### config.mk
export PLATFORM = sky130hd
export DESIGN_NAME = sram_req_arbiter
export DESIGN_NICKNAME = d
export VERILOG_FILES = /design/src/rtl/sram_req_arbiter_pkg.sv /design/src/rtl/arb_id_fifo.sv /design/src/rtl/sram_req_arbiter.sv
export SDC_FILE = /design/constraint.sdc
export NUM_CORES = 1
export LEC_CHECK = 0
export CAP_MARGIN = 25
export CORE_AREA = 3 3 124 126
export DETAILED_ROUTE_END_ITERATION = 12
export DIE_AREA = 0 0 127 129
export SETUP_SLACK_MARGIN = 0.1
export SLEW_MARGIN = 10
export SYNTH_ARGS = -nofsm -noshare
export SYNTH_HDL_FRONTEND = slang
export SYNTH_HIERARCHICAL = 1
export SYNTH_SLANG_ARGS = --single-unit
export TNS_END_PERCENT = 100
### constraint.sdc
create_clock -name clk -period 2.8 [get_ports clk]
set_input_delay 0.28 -clock clk [delete_from_list [all_inputs] [get_ports clk]]
set_output_delay 0.28 -clock clk [all_outputs]
set_load 0.01 [all_outputs]
### src/rtl/sram_req_arbiter_pkg.sv
// Shared constants and request-bus layout for the inst/data SRAM-like arbiter.
package sram_req_arbiter_pkg;

  localparam logic ARB_ID_INST = 1'b0;
  localparam logic ARB_ID_DATA = 1'b1;

  localparam int SRAM_REQ_BUS_WD = 72;

  // req + wr + size + wstrb + addr + wdata, muxed as one word
  typedef struct packed {
    logic        req;
    logic        wr;
    logic [1:0]  size;
    logic [3:0]  wstrb;
    logic [31:0] addr;
    logic [31:0] wdata;
  } sram_req_bus_t;

endpackage

### src/rtl/arb_id_fifo.sv
// In-order FIFO of 1-bit master IDs for outstanding SRAM transactions.
// A pop on an empty FIFO is ignored; a push at full is taken only alongside a pop.
module arb_id_fifo #(
  parameter int DEPTH = 2
) (
  input  logic clk,
  input  logic reset,
  input  logic push,
  input  logic pop,
  input  logic din,
  output logic full,
  output logic empty,
  output logic head
);

  localparam int AW = (DEPTH > 1) ? $clog2(DEPTH) : 1;

  logic [AW-1:0]  wr_ptr;
  logic [AW-1:0]  rd_ptr;
  logic [AW:0]    count_r;
  logic [DEPTH-1:0] mem;
  logic           push_en;
  logic           pop_en;

  assign full    = (count_r == (AW+1)'(DEPTH));
  assign empty   = (count_r == '0);
  assign pop_en  = pop && !empty;
  assign push_en = push && (!full || pop_en);
  assign head    = mem[rd_ptr];

  // Power-of-two depth lets the pointers wrap naturally
  always_ff @(posedge clk) begin
    if (reset) begin
      wr_ptr  <= '0;
      rd_ptr  <= '0;
      count_r <= '0;
    end else begin
      if (push_en) wr_ptr <= wr_ptr + 1'b1;
      if (pop_en)  rd_ptr <= rd_ptr + 1'b1;
      case ({push_en, pop_en})
        2'b10:   count_r <= count_r + 1'b1;
        2'b01:   count_r <= count_r - 1'b1;
        default: count_r <= count_r;
      endcase
    end
  end

  always_ff @(posedge clk) begin
    if (push_en) mem[wr_ptr] <= din;
  end

endmodule

### src/rtl/sram_req_arbiter.sv
// Arbitrates inst/data SRAM-like masters onto one slave with zero added latency.
// Macros: ARB_ROUND_ROBIN_EN (round-robin grant), ARB_PROTOCOL_CHECKS (spurious-response assertion).
module sram_req_arbiter
  import sram_req_arbiter_pkg::*;
#(
  parameter int OUTSTANDING = 2
) (
  input  logic        clk,
  input  logic        reset,

  input  logic        inst_req,
  input  logic        inst_wr,
  input  logic [1:0]  inst_size,
  input  logic [3:0]  inst_wstrb,
  input  logic [31:0] inst_addr,
  input  logic [31:0] inst_wdata,
  output logic        inst_addr_ok,
  output logic        inst_data_ok,
  output logic [31:0] inst_rdata,

  input  logic        data_req,
  input  logic        data_wr,
  input  logic [1:0]  data_size,
  input  logic [3:0]  data_wstrb,
  input  logic [31:0] data_addr,
  input  logic [31:0] data_wdata,
  output logic        data_addr_ok,
  output logic        data_data_ok,
  output logic [31:0] data_rdata,

  output logic        sram_req,
  output logic        sram_wr,
  output logic [1:0]  sram_size,
  output logic [3:0]  sram_wstrb,
  output logic [31:0] sram_addr,
  output logic [31:0] sram_wdata,
  input  logic        sram_addr_ok,
  input  logic        sram_data_ok,
  input  logic [31:0] sram_rdata
);

  sram_req_bus_t inst_bus;
  sram_req_bus_t data_bus;
  sram_req_bus_t gnt_bus;

  logic sel;
  logic sel_unlocked;
  logic lock_r;
  logic lock_sel_r;
  logic fifo_full;
  logic fifo_empty;
  logic fifo_head;
  logic fifo_full_block;
  logic addr_accept;
  logic resp_valid;

  assign inst_bus = '{req: inst_req, wr: inst_wr, size: inst_size, wstrb: inst_wstrb,
                      addr: inst_addr, wdata: inst_wdata};
  assign data_bus = '{req: data_req, wr: data_wr, size: data_size, wstrb: data_wstrb,
                      addr: data_addr, wdata: data_wdata};

`ifdef ARB_ROUND_ROBIN_EN
  logic rr_last_r;

  always_comb begin
    sel_unlocked = ARB_ID_INST;
    if (inst_req && data_req) sel_unlocked = ~rr_last_r;
    else if (data_req)        sel_unlocked = ARB_ID_DATA;
  end

  always_ff @(posedge clk) begin
    if (reset)            rr_last_r <= 1'b1;
    else if (addr_accept) rr_last_r <= sel;
  end
`else
  assign sel_unlocked = data_req ? ARB_ID_DATA : ARB_ID_INST;
`endif

  // A pending un-accepted request pins the grant so the slave sees a stable request
  assign sel     = lock_r ? lock_sel_r : sel_unlocked;
  assign gnt_bus = (sel == ARB_ID_DATA) ? data_bus : inst_bus;

  // A response in the same cycle frees a slot, so a full FIFO can still accept
  assign fifo_full_block = fifo_full && !sram_data_ok;

  assign sram_req    = gnt_bus.req && !fifo_full_block;
  assign sram_wr     = gnt_bus.wr;
  assign sram_size   = gnt_bus.size;
  assign sram_wstrb  = gnt_bus.wstrb;
  assign sram_addr   = gnt_bus.addr;
  assign sram_wdata  = gnt_bus.wdata;

  assign addr_accept  = sram_req && sram_addr_ok;
  assign inst_addr_ok = addr_accept && (sel == ARB_ID_INST);
  assign data_addr_ok = addr_accept && (sel == ARB_ID_DATA);

  always_ff @(posedge clk) begin
    if (reset) begin
      lock_r     <= 1'b0;
      lock_sel_r <= 1'b0;
    end else if (sram_req && !sram_addr_ok) begin
      lock_r     <= 1'b1;
      lock_sel_r <= sel;
    end else if (addr_accept) begin
      lock_r     <= 1'b0;
    end
  end

  arb_id_fifo #(
    .DEPTH (OUTSTANDING)
  ) u_fifo (
    .clk   (clk),
    .reset (reset),
    .push  (addr_accept),
    .pop   (sram_data_ok),
    .din   (sel),
    .full  (fifo_full),
    .empty (fifo_empty),
    .head  (fifo_head)
  );

  // Responses with nothing outstanding are dropped
  assign resp_valid   = sram_data_ok && !fifo_empty;
  assign inst_data_ok = resp_valid && (fifo_head == ARB_ID_INST);
  assign data_data_ok = resp_valid && (fifo_head == ARB_ID_DATA);
  assign inst_rdata   = sram_rdata;
  assign data_rdata   = sram_rdata;

`ifdef ARB_PROTOCOL_CHECKS
  always_ff @(posedge clk) begin
    if (!reset) begin
      assert (!(sram_data_ok && fifo_empty))
        else $error("sram_data_ok with no outstanding transaction");
    end
  end
`endif

endmodule
==> metrics.md <==
| Metric | Value |
|---|---|
| Status | `finished, final reports clean` |
| Share of the synthesized area in the top cell type | `0.441` |
| Fin crit share | `0.940` |
| Drc violations | `0` |
| DPL Wire Length | `8400 um` |
| Highest clock rate | `0.380 GHz` |
| Async S/R FF share, synth | `0` |
| Hold Path Origin | `u_fifo/rd_ptr$_SDFFE_PP0P_` |
| Tot GR Track Use | `0.107` |
| CTS Buf Count | `3` |
| Reg2reg end | `u_fifo/count_r[1]$_SDFFE_PP0P_` |
| Skew-Pair Late Insertion Delay | `230 ps` |
| Cell area after layout | `3840 um2` |
| Die area | `16400 um2` |
| Placed Area | `3750 um2` |
| IO Count | `320` |
| EDFF count, synth | `2` |
| Clk sinks | `8` |
| PwrDens | `353 nW/um2` |
| Vias in the first global route | `2079` |
| Reg-to-reg startpoint | `u_fifo/count_r[0]$_SDFFE_PP0P_` |
| Cell Rows | `44` |
| Total area of sequential cells | `180 um2` |
| Arrival time worst endpoint | `2350 ps` |
| Congestion Overflow GR | `0` |
| WL/cell | `18.4 um` |
| Worst setup path category | `reg -> out` |
| Initial Util | `0.122` |
| CTS tree | `yes` |
| Routed wire length | `9800 um` |
| Post-route setup TNS | `0 ps` |
| Critical Path Sink Type | `output pin` |
| Top post-synthesis cells by area | `mux2_1 44%, buf_4 27%, dfxtp_1 6.8%` |
| Max_cap viols | `0` |
| Synthesized cell area | `1760 um2` |
| ANT cells | `0` |
| Yosys reg bits | `8` |
| H-tree depth | `1` |
| Clock transition at the registers of the reported paths | `40 ps` |
| Netlist cell types | `28` |
| RSZ-0062 raised after global routing | `false` |
| GP Congestion | `0.847` |
| Clk buf depth | `2` |
| Final Util | `0.267` |
| Synthesis-to-layout area growth | `118%` |
| Total setup buffers inserted after CTS | `0` |
| CP startpoint | `lock_r$_SDFFE_PP0P_` |
| CP required | `2520 ps` |
| 1st-iter DRT viols | `45` |
| Drt first pass iters | `2` |
| Port Buf Inserts | `223` |
| VDD IR max | `321 uV` |
| Vias after detailed routing | `1979` |
| Commonest non-fill, non-tap cell in the layout | `clkdlybuf4s50_1` |
| Post-Syn Instances | `190` |
| Worst reg2reg path depth | `8` |
| First-pass GRT wire length | `13600 um` |
| Worst-margin pin slew | `374 ps` |
| Max FO, Critical Path | `50` |
| Pins Over Slew Limit | `0` |
| Setup slack, reg-to-reg | `490 ps` |
| Fraction of layout cells with a size suffix above 1 | `0.0372` |
| Die height | `129 um` |
| Clock root buffer | `clkbuf_16` |
| Fin cells | `533` |
| Yosys top cell by area | `mux2_1` |
| Nets | `531` |
| Cells after DPL | `529` |
| Min Tclk post-route | `2630 ps` |
| Relative slew slack | `0.743` |
| Initial antenna violation count | `0` |
| Vias/cell | `3.71` |
| Syn nets | `371` |
| CP Launch Type | `flop` |
| Worst hold endpoint | `u_fifo/rd_ptr$_SDFFE_PP0P_` |
| Yosys warning count | `6` |
| Most frequent cells in the layout | `223 x clkdlybuf4s50_1, 69 x mux2_1, 8 x nor2_1` |
| Seq/Total Area, Yosys | `0.102` |
| Endpoints failing hold | `0` |
| Final setup violation count | `0` |
| Fin Clk Skew | `1.27 ps` |
| Hold path depth | `2` |
| Hold_ws | `529 ps` |
| Number of routed nets with antenna violations | `0` |
| Total core area | `14400 um2` |
| Static leakage | `0.00139 uW` |
| Largest net degree at the start of global routing | `51` |
| Multi-input logic area | `1070 um2` |
| FILL cells | `1530` |
| Hold WC Path Type | `reg -> reg` |
| Syn avg cell area | `9.28 um2` |
| Overall die width | `127 um` |
| Ys flop type | `dfxtp_1` |
[stage by stage]
stage	power [uW]	worst slack (ps)
finish	1360	167
floorplan	634	654
CTS	1370	154
global placement	1110	115
detailed placement	1110	24.8
global route	1440	99.4
[logic make-up (layout without fill, tap and decap cells)]
| logic type | Yosys count | count (layout) | share of synthesized area |
|---|---|---|---|
| flip-flops | 8 | 8 | 0.102 |
| adder cells (fa/ha/maj) | 1 | 1 | 0.00710 |
| XOR/XNOR | 3 | 3 | 0.0149 |
| buffers and inverters | 77 | 236 | 0.305 |
| multiplexers | 75 | 75 | 0.480 |
| AO/OA/AOI/OAI | 11 | 11 | 0.0468 |
| AND/OR/NAND/NOR | 15 | 15 | 0.0440 |
[sequential cells by signal, indices dropped and copies added (netlist names)]
| signal | count |
|---|---|
| lock_r | 1 |
| lock_sel_r | 1 |
| u_fifo/count_r | 2 |
| u_fifo/mem | 2 |
| u_fifo/rd_ptr | 1 |
| u_fifo/wr_ptr | 1 |
[Yosys cell counts, types with 2 or more instances]
master / count
a21oi_1: 3
buf_2: 7
edfxtp_1: 2
dfxtp_1: 6
xnor2_1: 2
inv_1: 6
buf_4: 64
mux2_1: 69
nor2_1: 8
mux2_2: 4
and2_1: 2
[power by group]
| part | switching [uW] | leakage (uW) | internal [uW] |
|---|---|---|---|
| combinational | 359 | 0.00129 | 573 |
| sequential | 31.3 | 0.0000681 | 149 |
| clock | 55.8 | 0.0000382 | 190 |
| total | 447 | 0.00139 | 912 |
[worst max path at each step]
stage                                     endpoint  slack (ps)
global placement    u_fifo/count_r[1]$_SDFFE_PP0P_         120
global route                         sram_wdata[5]         100
floorplan           u_fifo/count_r[1]$_SDFFE_PP0P_         650
detailed placement  u_fifo/count_r[1]$_SDFFE_PP0P_          20
CTS                                   data_addr_ok         150
finish                               sram_wdata[8]         170
[what timing repair did]
| item | in CTS | in global routing |
|---|---|---|
| endpoints found under the setup margin | 0 | 2 |
| hold buffers | 0 | 0 |
| resized for setup | 0 | 1 |
| hold endpoints to repair | 0 | 0 |
[area by class of cell]
class                   instances  area share
clock buffers                   4      0.0205
multi-input cells             105       0.277
repair buffers                226       0.590
flip-flops and latches          8      0.0469
inverters                       6     0.00586
well taps                     184      0.0599
[worst max-delay path, stage by stage (launching register included)]
cell	delay, ps
dfxtp_1	500
mux2i_4	330
buf_12	280
mux2_1	410
clkdlybuf4s50_1	540
[layer usage]
layer	global-route usage	vias up	wire length, um
met5	0	-	0
met4	0.0101	0	29
met3	0.0440	4	1090
met2	0.183	137	4770
met1	0.132	927	3910
li1	-	911	-
No activity file was read; power rests on OpenSTA's default activity.
